$ cat src/rtl/sprite_bank.sv
// Multi-sprite overlay: per-sprite shadow/active register sets, a priority hit test
// against the current pixel, and sticky per-sprite collision flags with a CPU read port.
module sprite_bank #(
    parameter int NUM_SPRITES = 4,
    parameter int COORD_W     = 12,
    parameter int SIZE_W      = 8,
    parameter int COLOR_W     = 12,
    parameter int ID_W        = 4
) (
    input  logic                 clk,
    input  logic                 rst,
    input  logic                 wr_en,
    input  logic [ID_W+1:0]      wr_addr,
    input  logic [15:0]          wr_data,
    input  logic                 rd_en,
    input  logic [ID_W+1:0]      rd_addr,
    output logic [15:0]          rd_data,
    input  logic                 screenbegin,
    input  logic [COORD_W-1:0]   h_addr,
    input  logic [COORD_W-1:0]   v_addr,
    output logic                 pixel_on,
    output logic [COLOR_W-1:0]   pixel_color,
    output logic [ID_W-1:0]      sprite_id,
    output logic                 collision_irq
);
    localparam int XW = COORD_W + 1;
    localparam logic [ID_W-1:0] GLOBAL_IDX = ID_W'(NUM_SPRITES);

    logic [ID_W-1:0] wr_idx;
    logic [ID_W-1:0] rd_idx;
    logic [1:0]      wr_sel;
    logic [1:0]      rd_sel;

    assign wr_idx = wr_addr[ID_W+1:2];
    assign wr_sel = wr_addr[1:0];
    assign rd_idx = rd_addr[ID_W+1:2];
    assign rd_sel = rd_addr[1:0];

    logic [NUM_SPRITES-1:0] hit;
    logic [COLOR_W-1:0]     act_color [NUM_SPRITES];
    logic [15:0]            sh_rd_word [NUM_SPRITES];

    generate
        for (genvar gi = 0; gi < NUM_SPRITES; gi++) begin : sprite_g
            logic [COORD_W-1:0] x_sh_reg, y_sh_reg, x_act_reg, y_act_reg;
            logic [SIZE_W-1:0]  w_sh_reg, h_sh_reg, w_act_reg, h_act_reg;
            logic [COLOR_W-1:0] color_sh_reg, color_act_reg;
            logic               en_sh_reg, en_act_reg;
            logic               wr_hit;
            logic [XW-1:0]      x_end, y_end;
            logic [15:0]        rd_word;

            assign wr_hit = wr_en && (wr_idx == ID_W'(gi));

            // Active copies take the shadow value as it stood before any same-cycle write.
            always_ff @(posedge clk) begin
                if (rst) begin
                    x_sh_reg      <= '0;
                    y_sh_reg      <= '0;
                    w_sh_reg      <= '0;
                    h_sh_reg      <= '0;
                    color_sh_reg  <= '0;
                    en_sh_reg     <= 1'b0;
                    x_act_reg     <= '0;
                    y_act_reg     <= '0;
                    w_act_reg     <= '0;
                    h_act_reg     <= '0;
                    color_act_reg <= '0;
                    en_act_reg    <= 1'b0;
                end else begin
                    if (wr_hit) begin
                        case (wr_sel)
                            2'd0: x_sh_reg <= wr_data[COORD_W-1:0];
                            2'd1: y_sh_reg <= wr_data[COORD_W-1:0];
                            2'd2: begin
                                w_sh_reg <= wr_data[SIZE_W-1:0];
                                h_sh_reg <= wr_data[8 +: SIZE_W];
                            end
                            default: begin
                                en_sh_reg    <= wr_data[0];
                                color_sh_reg <= wr_data[4 +: COLOR_W];
                            end
                        endcase
                    end
                    if (screenbegin) begin
                        x_act_reg     <= x_sh_reg;
                        y_act_reg     <= y_sh_reg;
                        w_act_reg     <= w_sh_reg;
                        h_act_reg     <= h_sh_reg;
                        color_act_reg <= color_sh_reg;
                        en_act_reg    <= en_sh_reg;
                    end
                end
            end

            // One extra bit on the far edge so sprites near the screen limit clip instead of wrapping.
            assign x_end = {1'b0, x_act_reg} + XW'(w_act_reg);
            assign y_end = {1'b0, y_act_reg} + XW'(h_act_reg);

            assign hit[gi] = en_act_reg
                          && (h_addr >= x_act_reg) && ({1'b0, h_addr} < x_end)
                          && (v_addr >= y_act_reg) && ({1'b0, v_addr} < y_end);

            assign act_color[gi] = color_act_reg;

            always_comb begin
                rd_word = '0;
                case (rd_sel)
                    2'd0:    rd_word = 16'(x_sh_reg);
                    2'd1:    rd_word = 16'(y_sh_reg);
                    2'd2:    rd_word = (16'(h_sh_reg) << 8) | 16'(w_sh_reg);
                    default: rd_word = (16'(color_sh_reg) << 4) | 16'(en_sh_reg);
                endcase
            end

            assign sh_rd_word[gi] = rd_word;
        end
    endgenerate

    // Lowest index wins: scan downward so the last assignment is the lowest hitting sprite.
    logic               win_on;
    logic [COLOR_W-1:0] win_color;
    logic [ID_W-1:0]    win_id;

    always_comb begin
        win_on    = 1'b0;
        win_color = '0;
        win_id    = '0;
        for (int i = NUM_SPRITES - 1; i >= 0; i--) begin
            if (hit[i]) begin
                win_on    = 1'b1;
                win_color = act_color[i];
                win_id    = ID_W'(i);
            end
        end
    end

    logic [NUM_SPRITES-1:0] coll_reg, coll_next, clr_mask, set_mask;
    logic                   multi_hit;

    assign multi_hit = |(hit & (hit - NUM_SPRITES'(1)));
    assign clr_mask  = (wr_en && (wr_idx == GLOBAL_IDX) && (wr_sel == 2'd0))
                     ? wr_data[NUM_SPRITES-1:0] : '0;
    assign set_mask  = multi_hit ? hit : '0;
    // Applying the set after the clear makes a coincident new collision survive the W1C.
    assign coll_next = (coll_reg & ~clr_mask) | set_mask;

    logic [15:0] rd_word_next;

    always_comb begin
        rd_word_next = '0;
        if (rd_idx == GLOBAL_IDX) begin
            case (rd_sel)
                2'd0:    rd_word_next = 16'(coll_reg);
                2'd1:    rd_word_next = 16'(NUM_SPRITES);
                default: rd_word_next = '0;
            endcase
        end else begin
            for (int i = 0; i < NUM_SPRITES; i++) begin
                if (rd_idx == ID_W'(i)) begin
                    rd_word_next = sh_rd_word[i];
                end
            end
        end
    end

    logic               pixel_on_reg;
    logic [COLOR_W-1:0] pixel_color_reg;
    logic [ID_W-1:0]    sprite_id_reg;
    logic               irq_reg;
    logic [15:0]        rd_data_reg;

    always_ff @(posedge clk) begin
        if (rst) begin
            pixel_on_reg    <= 1'b0;
            pixel_color_reg <= '0;
            sprite_id_reg   <= '0;
            coll_reg        <= '0;
            irq_reg         <= 1'b0;
            rd_data_reg     <= '0;
        end else begin
            pixel_on_reg    <= win_on;
            pixel_color_reg <= win_color;
            sprite_id_reg   <= win_id;
            coll_reg        <= coll_next;
            irq_reg         <= |coll_next;
            if (rd_en) begin
                rd_data_reg <= rd_word_next;
            end
        end
    end

    assign pixel_on      = pixel_on_reg;
    assign pixel_color   = pixel_color_reg;
    assign sprite_id     = sprite_id_reg;
    assign collision_irq = irq_reg;
    assign rd_data       = rd_data_reg;

endmodule
$ cat config.mk
export PLATFORM = sky130hd
export DESIGN_NAME = sprite_bank
export DESIGN_NICKNAME = d
export VERILOG_FILES = /design/src/rtl/sprite_bank.sv
export SDC_FILE = /design/constraint.sdc
export NUM_CORES = 1
export LEC_CHECK = 0
export CAP_MARGIN = 20
export CORE_MARGIN = 8
export CORE_UTILIZATION = 51
export CTS_BUF_LIST = sky130_fd_sc_hd__clkbuf_4 sky130_fd_sc_hd__clkbuf_8 sky130_fd_sc_hd__clkbuf_16
export DETAILED_ROUTE_END_ITERATION = 7
export MAX_ROUTING_LAYER = met4
export PLACE_DENSITY_LB_ADDON = 0.25
export SETUP_SLACK_MARGIN = 0.15
export SYNTH_ARGS = -nofsm -noshare
export SYNTH_HDL_FRONTEND = slang
export SYNTH_SLANG_ARGS = --single-unit
export TNS_END_PERCENT = 5
$ cat constraint.sdc
create_clock -name clk -period 5 [get_ports clk]
set_input_delay 1 -clock clk [delete_from_list [all_inputs] [get_ports clk]]
set_output_delay 1 -clock clk [all_outputs]
set_load 0.01 [all_outputs]
==> results.yml, run 1 <==
power:
  vdd_drop_max_mv: 0.231
  power_density_nw_per_um2: 280
  p_leak_uw: 0.0112
cts:
  cts_root_buffer: "clkbuf_16"
  insertion_delay_ns: 0.59
  cts_max_level: 2
  path_clk_slew_ns: 0.06
  cts_buffers: 46
  ctsHoldBuffers: 0
  cts_tree: "built"
  clock-sinks: 460
  cts_buffer_depth: 3
routing:
  ant_nets: 0
  drc: 0
  first_pass_iters: 5
  routed_wirelength_mm: 81.6
  vias: 21300
  vias_per_cell: 5.95
  drt_iter0_drc: 1924
  routedWlPerCell_um: 22.8
logic_synthesis:
  synth_edf_count: 0
  synth_top_cell_by_area: "dfxtp_1"
  ys_async_sr_fraction: 0
  post-synth-top-count-cell: "dfxtp_1"
  yosys_warnings: 0
  synthTopCellsByArea: "dfxtp_1 36%, ha_1 12%, mux2i_1 11%"
  avgSynthCellArea_um2: 8.93
  yosysSeqAreaShare: 0.364
  yosys.area.top_type_share: 0.364
  syn-cell-area_um2: 25300
  synth_cell_types: 78
  ys_seq_elements: 460
  synthFlopType: "dfxtp_1"
  syn_inst: 2830
  synth_commonest_cells: "460 x dfxtp_1, 377 x nand2_1, 361 x nor2_1"
timing:
  worstMarginPinSlew_ns: 1.25
  setup_viol: 0
  hold_viol_final: 0
  skew_ns: 0.0136
  finalCritPeriodShare: 0.923
  fin_setup_tns_ns: 0
  min_period_ns: 4.62
  grt_setup_unrepaired: "yes"
  drv_slew: 0
  fmax_mhz: 217
  max_slew_margin: 0.163
  hold_ws_ns: 0.471
die:
  die_h_um: 239
  die_w_um: 239
  die_area_um2: 56900
  core_um2: 49000
  io_pins: 91
  rows: 81
  start_util: 0.516
place:
  dpl.hpwl_mm: 61.5
  port_buffers: 88
  gp_congestion: 0.977
  numPlacedInstances: 3485
outcome:
  status: "complete, no violations"
worst_setup_path:
  worst-path-max-fanout: 8
  cp.arrival_ns: 5.12
  end_kind: "flop"
  rr_worst_depth: 18
  startpoint_type: "flop"
  path_class: "reg2reg"
  crit_start: "sprite_g[1].x_act_reg[0]"
  cp.required_ns: 5.51
  worstReg2RegStart: "sprite_g[1].x_act_reg[0]"
layout:
  drive_above_1_share: 0.0798
  layoutNonFillerInstCount: 3573
  nets: 3187
  area_delta_synth_final_pct: 12.8
  utilization: 0.582
worst_hold_path:
  worst_hold_startpoint: "rd_data[2]"
  min_path_cells: 2
  hp-class: "reg2reg"
global_routing:
  grt_first_pass_wirelength_mm: 124
  track_usage: 0.289
  gr-total-overflow: 0
  grt_pass1_vias: 20400
  grt_max_degree: 144
  grt_antenna_before_repair: 2
flow_run:
  cap_violations: 0
-- critical path, stage by stage (launching register included) --
cell and delay [ns]:
dfxtp_1 0.33, ha_1 0.21, inv_1 0.07, fa_1 0.20, nor2b_1 0.07, o21ai_2 0.13
a21oi_1 0.12, o41ai_1 0.57, nor3_1 0.13, xnor2_1 0.16, ha_1 0.29, a21oi_1 0.15
nand3_1 0.10, o221a_2 0.27, o32ai_1 0.38, nor4bb_4 0.68, nand2b_1 0.27, buf_4 0.25
o221ai_2 0.15
-- placed cells by master, fill, tap and decap left out, types with 28 or more instances in the layout --
master | Yosys | routed
nor2b_1 | 32 | 32
dfxtp_1 | 460 | 460
a21oi_1 | 246 | 246
a211oi_1 | 28 | 28
mux4_2 | 50 | 50
inv_1 | 117 | 117
buf_4 | 5 | 62
clkdlybuf4s50_1 | 0 | 84
xor2_1 | 28 | 28
nand3_1 | 54 | 54
nor2_1 | 361 | 361
mux2i_1 | 278 | 278
ha_1 | 248 | 248
clkbuf_16 | 0 | 47
xnor2_1 | 50 | 50
nand2_1 | 377 | 377
nor3_1 | 29 | 28
o21ai_0 | 63 | 62
-- metrics by stage --
step	cell area, µm²	power (µW)	setup slack, ns
2_1_floorplan	25300	4140	1.21
3_3_place_gp	26800	4380	0.350
4_1_cts	28400	7980	0.302
6_report	28500	7970	0.384
3_5_place_dp	26800	4390	0.250
5_1_grt	28500	8200	0.110
-- path summary, 6_finish.rpt --
kind	end	slack (ns)
max reg2reg	pixel_color[9]	0.38
min reg2reg	rd_data[2]	0.47
min	rd_data[2]	0.47
max	pixel_color[9]	0.38
-- metal layers --
metal	part of all wire	global-route usage	vias up
li1	-	-	9964
met1	0.43	0.375	10200
met2	0.44	0.438	875
met3	0.074	0.0405	194
met4	0.054	0.144	0
met5	0	-	-
-- area by class of cell --
cell class / count / area (µm²)
clock inverter: 15 / 205
sequential: 460 / 9210
multi-input combinational: 2094 / 15000
fill: 4277 / 20500
antenna: 1 / 2.50
inverter: 119 / 447
tap: 664 / 831
timing repair buffer: 153 / 1420
clock buffer: 67 / 1390
-- power breakdown --
part           switching [µW]  total (µW)  internal (µW)
clock                    1500        3640           2150
combinational             400         633            233
sequential               13.3        3690           3680
-- cells by family (layout without fill, tap and decap cells) --
logic type      count (synthesis)  in the layout  share of synthesized area
compound gates                503            503                      0.126
xor+xnor                       78             78                     0.0270
fa+ha+maj                     257            257                      0.130
buf+inv                       277            354                     0.0432
flops                         460            460                      0.364
mux                           328            328                      0.155
other cells                     1              3                   0.000148
simple gates                  926            926                      0.155
-- timing repair --
item / 4_1_cts / 5_1_grt
buffers inserted: 0 / 5
gates resized for setup: 0 / 5
setup endpoints to repair: 0 / 14
Power figures use the tool's default switching activity.
==> run 2, diff against run 1 <==
--- a/config.mk
+++ b/config.mk
@@ -10,6 +10,7 @@
 export CORE_UTILIZATION = 51
 export CTS_BUF_LIST = sky130_fd_sc_hd__clkbuf_4 sky130_fd_sc_hd__clkbuf_8 sky130_fd_sc_hd__clkbuf_16
 export DETAILED_ROUTE_END_ITERATION = 7
+export GPL_TIMING_DRIVEN = 0
 export MAX_ROUTING_LAYER = met4
 export PLACE_DENSITY_LB_ADDON = 0.25
 export SETUP_SLACK_MARGIN = 0.15
==> constraint.sdc (replaced) <==
create_clock -name clk -period 5 [get_ports clk]
set_input_delay 0.75 -clock clk [delete_from_list [all_inputs] [get_ports clk]]
set_output_delay 0.75 -clock clk [all_outputs]
set_load 0.01 [all_outputs]
==> run 2 against run 1 <==
Clock skew increased by 0.0052 ns. Critical endpoint is now pixel_color[10]. Fmax decreased by 4.6%. Flip-flop and latch count unchanged. Utilization increased by 0.28 points. Die area unchanged. Critical path depth unchanged. Combinational power increased by 9.8%. Sequential share of layout area decreased by 0.16 points. First-iteration DRC count increased by 19%. Via count increased by 5.3%. Worst setup slack got worse by 0.22 ns. Count of clock-buffer cells in the layout decreased by 4.
==> results.yml, run 2 (synthesis results as in run 1) <==
worst_hold_path:
  hp-class: "reg2reg"
  hold_end: "rd_data[2]"
  worst_hold_startpoint: "rd_data[2]"
  min_path_cells: 2
cts:
  cts_max_level: 2
  insertion_delay_ns: 0.59
  cts_tree: "built"
  cts_buffers: 47
  clock-sinks: 460
  cts_root_buffer: "clkbuf_16"
  path_clk_slew_ns: 0.06
  cts_buffer_depth: 3
worst_setup_path:
  rr_worst_depth: 18
  worst-path-max-fanout: 10
  crit_family: "compound AO/OA/AOI/OAI gates"
  startpoint_type: "flop"
  worstReg2RegStart: "sprite_g[0].x_act_reg[1]"
  cp.required_ns: 5.44
  r2r_slack_ns: 0.16
  path_class: "reg2reg"
  crit_slowest_cell: "nor3_2"
  critPathBufInv: 1
  rr_endpoint: "pixel_color[10]"
  cp.arrival_ns: 5.28
  end_kind: "flop"
  crit_chain: "ha_1 > a21o_1 > a21oi_1 > o21bai_1 > a21oi_1 > nor2b_1 > o21ai_0 > nor2b_1 > xor2_1 > ha_1 > and4_1 > a2111oi_0 > a21o_1 > a32oi_1 > nor3_2 > nand2b_1 > buf_2 > o221ai_2"
  critPathMaxStageDelay_ns: 0.53
die:
  rows: 81
  die_h_um: 239
  core_um2: 49000
  die_area_um2: 56900
  start_util: 0.516
  die_w_um: 239
  io_pins: 91
layout:
  utilization: 0.585
  design_area_um2: 28600
  layout_common_cells: "460 x dfxtp_1, 377 x nand2_1, 361 x nor2_1"
  area_delta_synth_final_pct: 13.3
  drive_above_1_share: 0.0673
  final_common_cell: "dfxtp_1"
  nets: 3278
routing:
  drt_iter0_drc: 2298
  routed_wirelength_mm: 93.3
  first_pass_iters: 6
  drc: 0
  routedWlPerCell_um: 25.5
  vias_per_cell: 6.11
  vias: 22400
  ant_nets: 0
power:
  swShare: 0.248
  power_frac_comb: 0.086
  fin_total_pwr_uw: 8100
  power.switching_uw: 2010
  vdd_drop_max_mv: 0.200
  p_clk_frac: 0.459
  power.internal_uw: 6090
  power_density_nw_per_um2: 283
  p_seq_frac: 0.455
  p_leak_uw: 0.0111
global_routing:
  grt_pass1_vias: 21200
  grt_antenna_before_repair: 3
  gr-total-overflow: 0
  grt_max_degree: 15
  grt_first_pass_wirelength_mm: 135
  track_usage: 0.328
place:
  port_buffers: 78
  place_area_um2: 26900
  dpl.hpwl_mm: 73.5
  gp_congestion: 1.06
timing:
  worstMarginPinSlew_ns: 1.17
  grt_setup_unrepaired: "yes"
  hold_ws_ns: 0.471
  drv_slew: 0
  setup_viol: 0
  hold_viol_final: 0
  max_slew_margin: 0.220
  min_period_ns: 4.84
  fmax_mhz: 207
  finalCritPeriodShare: 0.967
  skew_ns: 0.0188
flow_run:
  cap_violations: 0
outcome:
  status: "complete, no violations"
[run 2: worst max path at each step]
stage,start,end,slack [ns],cells after the start
2_1_floorplan,sprite_g[0].x_act_reg[1],pixel_color[10],1.21,18
3_3_place_gp,v_addr[0],pixel_color[9],-0.24,12
3_5_place_dp,v_addr[0],pixel_color[9],-0.23,12
4_1_cts,sprite_g[3].x_act_reg[1],pixel_color[10],0.07,19
5_1_grt,sprite_g[2].x_act_reg[0],pixel_color[6],0.01,18
6_report,sprite_g[0].x_act_reg[1],pixel_color[10],0.16,18
[run 2: power groups by stage]
stage | clock, µW | combinational (µW) | sequential [µW]
global route | 3880 | 731 | 3690
finish | 3720 | 695 | 3690
floorplan | 0 | 373 | 3760
global placement | 0 | 655 | 3770
detailed placement | 0 | 674 | 3770
CTS | 3720 | 677 | 3690
[run 2: per-stage QoR]
step | setup TNS (ns) | worst slack (ns) | cells
after floorplan | 0 | 1.21 | 2831
after global placement | -1.19 | -0.241 | 3573
after detailed placement | -1.08 | -0.226 | 3574
after CTS | 0 | 0.0669 | 3658
after global routing | 0 | 0.0130 | 3665
final | 0 | 0.163 | 3665
[run 2: cell type report]
cell class                      instances  area, µm²
Timing Repair Buffer                   85        850
Sequential cell                       460       9210
Inverter                              119        447
Tap cell                              664        831
Antenna cell                            1       2.50
Buffer                                158        648
Clock inverter                         21        236
Multi-Input combinational cell       2094      15000
Fill cell                            4342      20300
Clock buffer                           63       1380
[run 2: worst min-delay path: stages, from the launching register on]
cell and delay, ns:
dfxtp_1 0.31, nand2_1 0.06, a21oi_1 0.05
[run 2: timing repair]
action	in CTS	in global routing
setup buffers	0	6
hold buffers	0	0
gates resized for setup	2	15
endpoints found under the setup margin	17	20
pin swaps	0	1
[run 2: layer usage]
metal  GRT usage  routed length (µm)  vias to the layer above  share of wire
met3      0.0547                8870                      292          0.095
met2       0.478               39400                     1215           0.42
met1       0.422               38400                    10700           0.41
met4       0.202                6590                        0          0.071
li1            -                   -                    10200              -
met5           -                   0                        -              0
